File: src/rtl/bounce_sprites_pkg.sv
// Shared types, screen geometry and helpers for the bouncing-sprite renderer.
package bounce_sprites_pkg;

  localparam int unsigned SCREEN_WIDTH  = 640;
  localparam int unsigned SCREEN_HEIGHT = 480;
  localparam int unsigned BOX_WIDTH     = 100;
  localparam int unsigned BOX_HEIGHT    = 100;
  localparam int unsigned VEL_BITS      = 4;
  localparam int unsigned CW            = 3;
  localparam int unsigned XW            = $clog2(SCREEN_WIDTH);
  localparam int unsigned YW            = $clog2(SCREEN_HEIGHT);
  localparam int unsigned PW            = XW + 2;

  typedef logic signed [PW-1:0]       pos_t;
  typedef logic signed [VEL_BITS-1:0] vel_t;
  typedef logic [CW-1:0]              colour_t;

  localparam pos_t MAX_X = pos_t'(SCREEN_WIDTH - BOX_WIDTH);
  localparam pos_t MAX_Y = pos_t'(SCREEN_HEIGHT - BOX_HEIGHT);

  typedef struct packed {
    pos_t    x;
    pos_t    y;
    vel_t    xv;
    vel_t    yv;
    colour_t colour;
  } box_t;

  // Colour cycles 1..7 and wraps back to 1, never producing black.
  function automatic colour_t next_colour(input colour_t c);
    return (c == colour_t'(7) || c == colour_t'(0)) ? colour_t'(1) : colour_t'(c + colour_t'(1));
  endfunction

  // Power-on placement of box i: staggered positions, alternating x direction.
  function automatic box_t reset_box(input int i);
    box_t b;
    b.x      = pos_t'(50 + 40 * i);
    b.y      = pos_t'(50 + 30 * i);
    b.xv     = ((i % 2) == 1) ? vel_t'(-2) : vel_t'(2);
    b.yv     = vel_t'(1 + (i % 2));
    b.colour = colour_t'((i % 7) + 1);
    return b;
  endfunction

endpackage

File: src/rtl/bounce_sprites_if.sv
// Video-timer inputs and colour/status outputs of the sprite renderer.
interface bounce_sprites_if;
  import bounce_sprites_pkg::*;

  logic          frame_tick;
  logic          pause;
  logic          visible;
  logic [XW-1:0] position_x;
  logic [YW-1:0] position_y;
  logic [3:0]    r;
  logic [3:0]    g;
  logic [3:0]    b;
  logic          busy;
  logic          overrun;

  modport master (
    output frame_tick, pause, visible, position_x, position_y,
    input  r, g, b, busy, overrun
  );

  modport slave (
    input  frame_tick, pause, visible, position_x, position_y,
    output r, g, b, busy, overrun
  );

endinterface

File: src/rtl/bounce_sprites_axis.sv
// One-axis bounce step: advance by velocity, clamp at 0 / max and reflect.
module bounce_axis
  import bounce_sprites_pkg::*;
(
  input  pos_t i_p,
  input  vel_t i_v,
  input  pos_t i_max,
  output pos_t o_p_next,
  output vel_t o_v_next,
  output logic o_hit
);

  pos_t w_v_ext;
  pos_t w_t;

  assign w_v_ext = {{(PW - VEL_BITS){i_v[VEL_BITS-1]}}, i_v};
  assign w_t     = i_p + w_v_ext;

  // Clamp to the wall and reverse direction when the step reaches either edge.
  always_comb begin
    o_p_next = w_t;
    o_v_next = i_v;
    o_hit    = 1'b0;
    if (w_t <= pos_t'(0)) begin
      o_p_next = pos_t'(0);
      o_v_next = -i_v;
      o_hit    = 1'b1;
    end else if (w_t >= i_max) begin
      o_p_next = i_max;
      o_v_next = -i_v;
      o_hit    = 1'b1;
    end
  end

endmodule

File: src/rtl/bounce_sprites.sv
// Multi-box bouncing-sprite renderer: per-frame sequential update engine plus
// priority compositor working from shadow copies so the picture never tears.
module bounce_sprites #(
  parameter int unsigned NUM_BOXES = 4
) (
  input  logic       clk,
  input  logic       rst,
  bounce_sprites_if.slave bus
);
  import bounce_sprites_pkg::*;

  localparam int unsigned   IW       = (NUM_BOXES > 1) ? $clog2(NUM_BOXES) : 1;
  localparam logic [IW-1:0] LAST_IDX = IW'(NUM_BOXES - 1);
  localparam logic [0:0]    S_IDLE   = 1'b0;
  localparam logic [0:0]    S_UPDATE = 1'b1;

  logic [0:0]    r_state;
  logic [0:0]    w_state_next;
  logic [IW-1:0] r_idx;
  logic [IW-1:0] w_idx_next;
  logic          r_busy;
  logic          r_overrun;
  logic [3:0]    r_r;
  logic [3:0]    r_g;
  logic [3:0]    r_b;

  box_t          r_work   [NUM_BOXES];
  box_t          r_shadow [NUM_BOXES];

  box_t          w_cur;
  box_t          w_upd;
  pos_t          w_x_next;
  pos_t          w_y_next;
  vel_t          w_xv_next;
  vel_t          w_yv_next;
  logic          w_hit_x;
  logic          w_hit_y;
  logic          w_last;
  pos_t          w_px;
  pos_t          w_py;
  logic          w_any;
  colour_t       w_col;

  assign w_cur  = r_work[r_idx];
  assign w_last = (r_idx == LAST_IDX);

  bounce_axis u_axis_x (
    .i_p      (w_cur.x),
    .i_v      (w_cur.xv),
    .i_max    (MAX_X),
    .o_p_next (w_x_next),
    .o_v_next (w_xv_next),
    .o_hit    (w_hit_x)
  );

  bounce_axis u_axis_y (
    .i_p      (w_cur.y),
    .i_v      (w_cur.yv),
    .i_max    (MAX_Y),
    .o_p_next (w_y_next),
    .o_v_next (w_yv_next),
    .o_hit    (w_hit_y)
  );

  // Assemble the stepped box; colour advances on a hit on either axis.
  always_comb begin
    w_upd        = w_cur;
    w_upd.x      = w_x_next;
    w_upd.y      = w_y_next;
    w_upd.xv     = w_xv_next;
    w_upd.yv     = w_yv_next;
    w_upd.colour = (w_hit_x || w_hit_y) ? next_colour(w_cur.colour) : w_cur.colour;
  end

  // Next-state logic: a tick starts a sweep over all boxes, one per cycle.
  always_comb begin
    w_state_next = r_state;
    w_idx_next   = r_idx;
    case (r_state)
      S_IDLE: begin
        if (bus.frame_tick && !bus.pause) begin
          w_state_next = S_UPDATE;
          w_idx_next   = '0;
        end
      end
      S_UPDATE: begin
        if (w_last) begin
          w_state_next = S_IDLE;
        end else begin
          w_idx_next = r_idx + IW'(1);
        end
      end
      default: w_state_next = S_IDLE;
    endcase
  end

  // State, index and busy flag registers.
  always_ff @(posedge clk) begin
    if (rst) begin
      r_state <= S_IDLE;
      r_idx   <= '0;
      r_busy  <= 1'b0;
    end else begin
      r_state <= w_state_next;
      r_idx   <= w_idx_next;
      r_busy  <= (w_state_next == S_UPDATE);
    end
  end

  // Sticky flag for a tick that lands while a sweep is still running.
  always_ff @(posedge clk) begin
    if (rst) begin
      r_overrun <= 1'b0;
    end else if (bus.frame_tick && (r_state == S_UPDATE)) begin
      r_overrun <= 1'b1;
    end
  end

  // Working boxes step during the sweep; shadows take the whole set at its end.
  always_ff @(posedge clk) begin
    if (rst) begin
      for (int i = 0; i < int'(NUM_BOXES); i++) begin
        r_work[i]   <= reset_box(i);
        r_shadow[i] <= reset_box(i);
      end
    end else if (r_state == S_UPDATE) begin
      r_work[r_idx] <= w_upd;
      if (w_last) begin
        for (int i = 0; i < int'(NUM_BOXES); i++) begin
          r_shadow[i] <= (IW'(i) == r_idx) ? w_upd : r_work[i];
        end
      end
    end
  end

  assign w_px = {{(PW - XW){1'b0}}, bus.position_x};
  assign w_py = {{(PW - YW){1'b0}}, bus.position_y};

  // Priority compositor: scanning high to low leaves the lowest covering index.
  always_comb begin
    w_any = 1'b0;
    w_col = '0;
    for (int i = int'(NUM_BOXES) - 1; i >= 0; i--) begin
      if ((r_shadow[i].x <= w_px) && (w_px < r_shadow[i].x + PW'(BOX_WIDTH)) &&
          (r_shadow[i].y <= w_py) && (w_py < r_shadow[i].y + PW'(BOX_HEIGHT))) begin
        w_any = 1'b1;
        w_col = r_shadow[i].colour;
      end
    end
  end

  // Registered colour output, black outside the active area or any box.
  always_ff @(posedge clk) begin
    if (rst) begin
      r_r <= '0;
      r_g <= '0;
      r_b <= '0;
    end else if (bus.visible && w_any) begin
      r_r <= {4{w_col[0]}};
      r_g <= {4{w_col[1]}};
      r_b <= {4{w_col[2]}};
    end else begin
      r_r <= '0;
      r_g <= '0;
      r_b <= '0;
    end
  end

  assign bus.r       = r_r;
  assign bus.g       = r_g;
  assign bus.b       = r_b;
  assign bus.busy    = r_busy;
  assign bus.overrun = r_overrun;

endmodule

File: src/flat_wrapper.sv
// flat-port wrapper written by rule: the top's interface ports become plain ports
module bounce_sprites_flat import bounce_sprites_pkg::*;
#(
  parameter int unsigned NUM_BOXES = 4
)
  (clk, rst, bus_frame_tick, bus_pause, bus_visible, bus_position_x, bus_position_y, bus_r, bus_g, bus_b, bus_busy, bus_overrun);
  bounce_sprites_if bus_i ();
  input  logic clk;
  input  logic rst;
  input wire logic [$bits(bus_i.frame_tick)-1:0] bus_frame_tick;
  input wire logic [$bits(bus_i.pause)-1:0] bus_pause;
  input wire logic [$bits(bus_i.visible)-1:0] bus_visible;
  input wire logic [$bits(bus_i.position_x)-1:0] bus_position_x;
  input wire logic [$bits(bus_i.position_y)-1:0] bus_position_y;
  output wire logic [$bits(bus_i.r)-1:0] bus_r;
  output wire logic [$bits(bus_i.g)-1:0] bus_g;
  output wire logic [$bits(bus_i.b)-1:0] bus_b;
  output wire logic [$bits(bus_i.busy)-1:0] bus_busy;
  output wire logic [$bits(bus_i.overrun)-1:0] bus_overrun;
  assign bus_i.frame_tick = bus_frame_tick;
  assign bus_i.pause = bus_pause;
  assign bus_i.visible = bus_visible;
  assign bus_i.position_x = bus_position_x;
  assign bus_i.position_y = bus_position_y;
  assign bus_r = bus_i.r;
  assign bus_g = bus_i.g;
  assign bus_b = bus_i.b;
  assign bus_busy = bus_i.busy;
  assign bus_overrun = bus_i.overrun;
  bounce_sprites #(.NUM_BOXES(NUM_BOXES)) u_core (.clk(clk), .rst(rst), .bus(bus_i));
endmodule
File: config.mk
export PLATFORM = sky130hd
export DESIGN_NAME = bounce_sprites_flat
export DESIGN_NICKNAME = d
export VERILOG_FILES = /design/src/rtl/bounce_sprites_pkg.sv /design/src/rtl/bounce_sprites_if.sv /design/src/rtl/bounce_sprites_axis.sv /design/src/rtl/bounce_sprites.sv /design/src/flat_wrapper.sv
export SDC_FILE = /design/constraint.sdc
export NUM_CORES = 1
export LEC_CHECK = 0
export CORE_AREA = 8 8 172 174
export CTS_CLUSTER_DIAMETER = 120
export DETAILED_ROUTE_END_ITERATION = 8
export DIE_AREA = 0 0 180 182
export GPL_TIMING_DRIVEN = 0
export PLACE_DENSITY = 0.8
export REMOVE_ABC_BUFFERS = 1
export SETUP_SLACK_MARGIN = 0.1
export SLEW_MARGIN = 20
export SYNTH_ARGS = -nofsm -noshare
export SYNTH_HDL_FRONTEND = slang
export SYNTH_SLANG_ARGS = --single-unit
File: constraint.sdc
create_clock -name clk -period 6.84 [get_ports clk]
set_input_delay 1.368 -clock clk [delete_from_list [all_inputs] [get_ports clk]]
set_output_delay 1.368 -clock clk [all_outputs]
set_load 0.05 [all_outputs]
; Word-level counts from Yosys, hierarchy flattened
; Memories as Yosys holds them, arrays and structs flattened. A register that Yosys moved wholly into a read port is not among the register bits.
; Cells that the tools add are included.
[classes]
n_addsub = 14
multipliers = 0
div = 0
n_lt_le_gt_ge = 20
eq_ne = 7
shift = 0
muxes = 50
n_bitwise = 6
n_reduce_logical = 23
[op_table]
columns = cell, n
row1 = $mux W35, 9
row2 = $add A12 B7 Y12 const B, 8
row3 = $le A12 B10 Y1, 4
row4 = $le A12 B11 Y1, 4
row5 = $lt A10 B12 Y1, 4
row6 = $lt A9 B12 Y1, 4
row7 = $mux W12, 4
row8 = $reduce_or A35 Y1, 1
row9 = $add A12 B4 Y12, 2
row10 = $le A12 B1 Y1 const B, 2
row11 = $mux W1, 20
row12 = $mux W3, 6
row13 = $mux W4, 4
row14 = $logic_and A1 B1 Y1, 15
row15 = $ge A12 B10 Y1 const B, 1
row16 = $ge A12 B11 Y1 const B, 1
row17 = $mux W2, 5
row18 = $neg A4 Y4, 2
row19 = $eq A2 B2 Y1 const A, 2
row20 = $or A1 B1 Y1, 4
row21 = $pmux W2 S2, 1
row22 = $add A3 B1 Y3 const B, 1
row23 = $eq A3 B3 Y1 const B, 1
row24 = $logic_not A3 Y1, 1
row25 = other kinds (12), 14
[totals]
reg_bits = 7
latch_bits = 0
mem_bits_rw = 280
rom_bits = 0
output_inout_bits = 14
elab_cells = 128
mem_count = 2
[mem_list]
columns = memory, depth, word_bits, read_ports, rd_ports_with_merged_regs, write_ports, line_no
row1 = u_core.r_shadow, 4, 35, 4, 0, 4, bounce_sprites.sv:28  ; box_t r_shadow [NUM_BOXES];
row2 = u_core.r_work, 4, 35, 5, 1, 4, bounce_sprites.sv:27  ; box_t r_work [NUM_BOXES];

; Logic depth before layout (Yosys ltp)
; An unclocked memory read counts as a cell.
[logic_depth]
depth_word = 13
mapped_depth = 19

; Modules after synthesis
; A second synthesis with hierarchy kept.
[hier_totals]
hier_cells = 1655
hier_area_um2 = 18044.8
[by_module_without_submodules]
columns = mod, n_inst, cells_per_inst, area_per_inst_um2, seq_area_each_um2
row1 = bounce_sprites, 1, 1333, 15728.8, 7627.3
row2 = bounce_axis at u_core.u_axis_y, 1, 161, 1158.6, 0.0
row3 = bounce_axis at u_core.u_axis_x, 1, 161, 1157.4, 0.0

; Worst setup path after synthesis
; No wires, ideal clock.
[synth_path]
path_type = reg-to-reg
start = register (tool-made name)
end = memory u_core.r_shadow[0][72] (netlist bit) (data pin)
setup_ns = 0.279
arrival_time_ns = 4.701
required_ns = 6.561
slack_ns = 1.860
path_stages_with_launch = 16
n_path_buf = 4
period_less_slack_ns = 4.980
cell_sequence = dfxtp_1 -> buf_2 -> buf_1 -> clkbuf_1 -> mux4_2 -> ha_1 -> buf_2 -> a21oi_1 -> o21ai_1 -> a311oi_2 -> nand4_1 -> or4b_1 -> and4_4 -> a21boi_2 -> mux2i_2 -> a21oi_1
[synth_lines]
columns = item, line_no
row1 = to (decl), bounce_sprites.sv:28

; Worst setup path after layout
[layout_path]
start = input port bus_position_y[8]
end = register, netlist name u_core.bus.b[0]
[layout_between]
elab_chain_cells = 10
elab_cells_between_ends = 27
classes_between = order compare: 8 / mux: 8 / bitwise: 1 / reduce/logical: 10
[layout_lines]
columns = item, line_no
row1 = from (decl), flat_wrapper.sv:14  ; input wire logic [$bits(bus_i.position_y)-1:0] bus_position_y;
row2 = $le A12 B10 Y1, bounce_sprites.sv:145  ; (r_shadow[i].y <= w_py) && (w_py < r_shadow[i].y + PW'(BOX_HEIGHT))) begin
row3 = $logic_and A1 B1 Y1, bounce_sprites.sv:144  ; if ((r_shadow[i].x <= w_px) && (w_px < r_shadow[i].x + PW'(BOX_WIDTH)) &&
row4 = $logic_and A1 B1 Y1, bounce_sprites.sv:145
row5 = $mux W1 (4 in series), bounce_sprites.sv:144
row6 = $logic_and A1 B1 Y1, bounce_sprites.sv:158  ; end else if (bus.visible && w_any) begin
row7 = $not A1 Y1 (no source line), --
row8 = $reduce_or A2 Y1 (no source line), --
; Parallel ways exist; a longest one is shown, timed or not.
; A chain may end at the register's enable or synchronous reset.

==> results_dict.tcl <==
set metrics [dict create \
    slew_violations 0 \
    grt_use_total 0.254 \
    path_clk_slew_ns 0.06 \
    criticalPathCategory "input port to register" \
    hold_path.class "register to register" \
    synth_edf_count 248 \
    netlist_area_mm2 0.0167 \
    cts_root_buffer "clkbuf_16" \
    gp_congestion 0.920 \
    synth.ff_latch_count 257 \
    synthDistinctLibCells 80 \
    clock_skew_ns 0.0151 \
    via_per_inst 6.40 \
    htree_levels 1 \
    clk_latency_ns 0.53 \
    cts.sinks 257 \
    clock.fmax_mhz 183 \
    cts_tree "built" \
    ir_worst_vdd_v 0.000219 \
    drive_gt1_frac 0.0766 \
    ant_nets 0 \
    fin_hold_ws_ns 0.507 \
    crit_fanout 5 \
    core_area_mm2 0.0267 \
    dpl.hpwl_um 30300 \
    wl_per_cell_um 21.9 \
    leakagePower_uw 0.00703 \
    worst_setup_path_start_kind "input port" \
    status "completed" \
    ys_warn_count 0 \
    cts_hold_buf 0 \
    worstMarginPinSlew_ns 1.08 \
    first_global_vias 12100 \
    worstPathArrival_ns 5.79 \
    grt_max_degree 56 \
    cts_setup_buffers 0 \
    worstPathRequired_ns 7.17 \
    port_buffers 37 \
    setup_viol 0 \
    antenna_found_initial 0 \
    synth_top_area_cell "edfxtp_1" \
    hold_viol 0 \
    cts-resized-gates 0 \
    max_cap_viol_count 0 \
    period_share 0.798 \
    drt-total-wl_um 42100 \
    syn2layout_area_growth_pct 10.3 \
    rows 60 \
    synth_ff_type "edfxtp_1" \
    cts_made_buffers 26 \
    vias 12300 \
    synth_area_leaders "edfxtp_1 45%, ha_1 14%, mux4_2 4.4%" \
    synth_cells 1521 \
    finalNetCount 1776 \
    grt_pass1_wl_um 65900 \
    syn_avg_cell_area_um2 11.0 \
    p_per_area_mw_per_mm2 231 \
    async_flop_share 0 \
    drc 0 \
    fin_tns_setup_ns 0 \
    placed_area_mm2 0.0176 \
    io_pins 38 \
    die_w_um 180 \
    synth-seq-area-share 0.456 \
    dieArea_mm2 0.0328 \
    slew-limit-headroom 0.279 \
    end_kind "register" \
    die_y_um 182 \
    fin_crit_ns 5.46 \
    clk_path_buf_depth 3 \
    grt_overflow 0 \
    initial_core_util 0.628 \
    design_area_mm2 0.0185 \
    drt_iter0_markers 1349 \
    r2r_slack_ns 1.53 \
    first_pass_iters 6 \
    synth_top_area_share 0.445 \
    rsz0062_at_grt "no" \
    diodes 0 \
]
==> layer usage <==
| metal | global-route usage | vias up | routed length, um |
|---|---|---|---|
| li1 | - | 5709 | - |
| met1 | 0.348 | 5973 | 18000 |
| met2 | 0.409 | 547 | 19000 |
| met3 | 0.0419 | 73 | 3800 |
| met4 | 0.0810 | 0 | 1190 |
| met5 | 0 | - | 0 |
==> cell usage after synthesis, types with 3 or more instances <==
| cell | instances |
|---|---|
| nor4_1 | 8 |
| xor2_1 | 24 |
| buf_1 | 3 |
| and4b_1 | 3 |
| nor3b_1 | 7 |
| a211o_1 | 9 |
| o211ai_1 | 25 |
| a21o_1 | 13 |
| o2111ai_1 | 3 |
| buf_4 | 10 |
| clkbuf_1 | 44 |
| o211a_1 | 8 |
| a31oi_1 | 12 |
| a31o_2 | 4 |
| ha_1 | 190 |
| and3_1 | 23 |
| o21ai_0 | 47 |
| o21bai_1 | 7 |
| nand4_1 | 16 |
| mux4_2 | 33 |
| nand2b_1 | 24 |
| inv_1 | 76 |
| mux2_2 | 4 |
| o21a_1 | 21 |
| a311oi_1 | 3 |
| o21ai_1 | 12 |
| xnor2_1 | 47 |
| a211oi_1 | 8 |
| and2_1 | 13 |
| nor3_1 | 18 |
| o22ai_1 | 4 |
| and4_1 | 6 |
| a2111oi_0 | 12 |
| nand3_1 | 28 |
| dfxtp_1 | 9 |
| a311o_1 | 3 |
| nand2_1 | 121 |
| nor2b_1 | 23 |
| nor2_1 | 185 |
| edfxtp_1 | 248 |
| or2_2 | 4 |
| a21oi_1 | 84 |
| mux2i_1 | 32 |
==> final timing paths <==
kind	start	depth (start not counted)	to
min	u_core.bus.overrun$_SDFFE_PP0P_	2	u_core.bus.overrun$_SDFFE_PP0P_
max	bus_position_y[8]	10	u_core.bus.b[0]$_SDFF_PP0_
max reg2reg	register	15	u_core.r_shadow[0][72]$_SDFFCE_PN0P_
min reg2reg	u_core.bus.overrun$_SDFFE_PP0P_	2	u_core.bus.overrun$_SDFFE_PP0P_
==> final cells by class <==
type	instances	area, um2
clock buffers	29	683
clock inverters	19	198
fillers	1926	8190
inverters	77	289
multi-input cells	1151	8690
flip-flops and latches	257	7630
well taps	341	427
repair buffers	47	543
==> report_power, final <==
group / internal, uW / switching, uW
Clock: 868 / 590
Sequential: 1790 / 47.6
Combinational: 345 / 618
==> critical path, cell delays in order <==
cell	delay (ns)
clkdlybuf4s50_1	0.65
inv_1	0.23
ha_1	0.39
a2111oi_0	0.41
nand2_1	0.10
o21ai_0	0.60
o221ai_1	0.41
nor3_1	0.71
nand2_1	0.13
a2111oi_0	0.78
==> stage by stage <==
stage | cells | utilization | worst slack [ns] | total power, uW
finish | 1921 | 0.693 | 1.38 | 4260
global route | 1921 | 0.693 | 1.22 | 4420
CTS | 1920 | 0.692 | 1.31 | 4250
detailed placement | 1872 | 0.659 | 1.05 | 2810
global placement | 1863 | 0.651 | 0.189 | 2770
floorplan | 1485 | - | 1.42 | 2530
==> cell families after synthesis <==
group           synth area share
simple gates               0.138
compound gates             0.121
flops                      0.456
fa+ha+maj                  0.144
buf+inv                   0.0336
mux                       0.0692
xor+xnor                  0.0372
other cells             0.000224
==> flip-flops by register name, summed over array words and instances (netlist names), named ones only <==
name / flops
u_core.r_shadow: 108
u_core.bus.b: 1
u_core.bus.g: 1
u_core.bus.r: 1
u_core.r_state: 1
u_core.r_work: 140
u_core.bus.overrun: 1
u_core.r_idx: 2
==> placed cells by master (no fill, tap or decap), types with 15 or more instances in the layout <==
cell             count
ha_1               190
mux4_2              33
conb_1              25
clkdlybuf4s50_1     37
nor2b_1             22
o211ai_1            25
mux2i_1             32
nor3_1              15
and3_1              23
nand2_1            120
nand3_1             27
o21ai_0             47
xnor2_1             47
inv_1               76
nand2b_1            22
o21a_1              21
edfxtp_1           248
nor2_1             184
nand4_1             16
clkbuf_16           27
xor2_1              24
a21oi_1             84
Note: power is estimated with default switching activity, not from simulation.
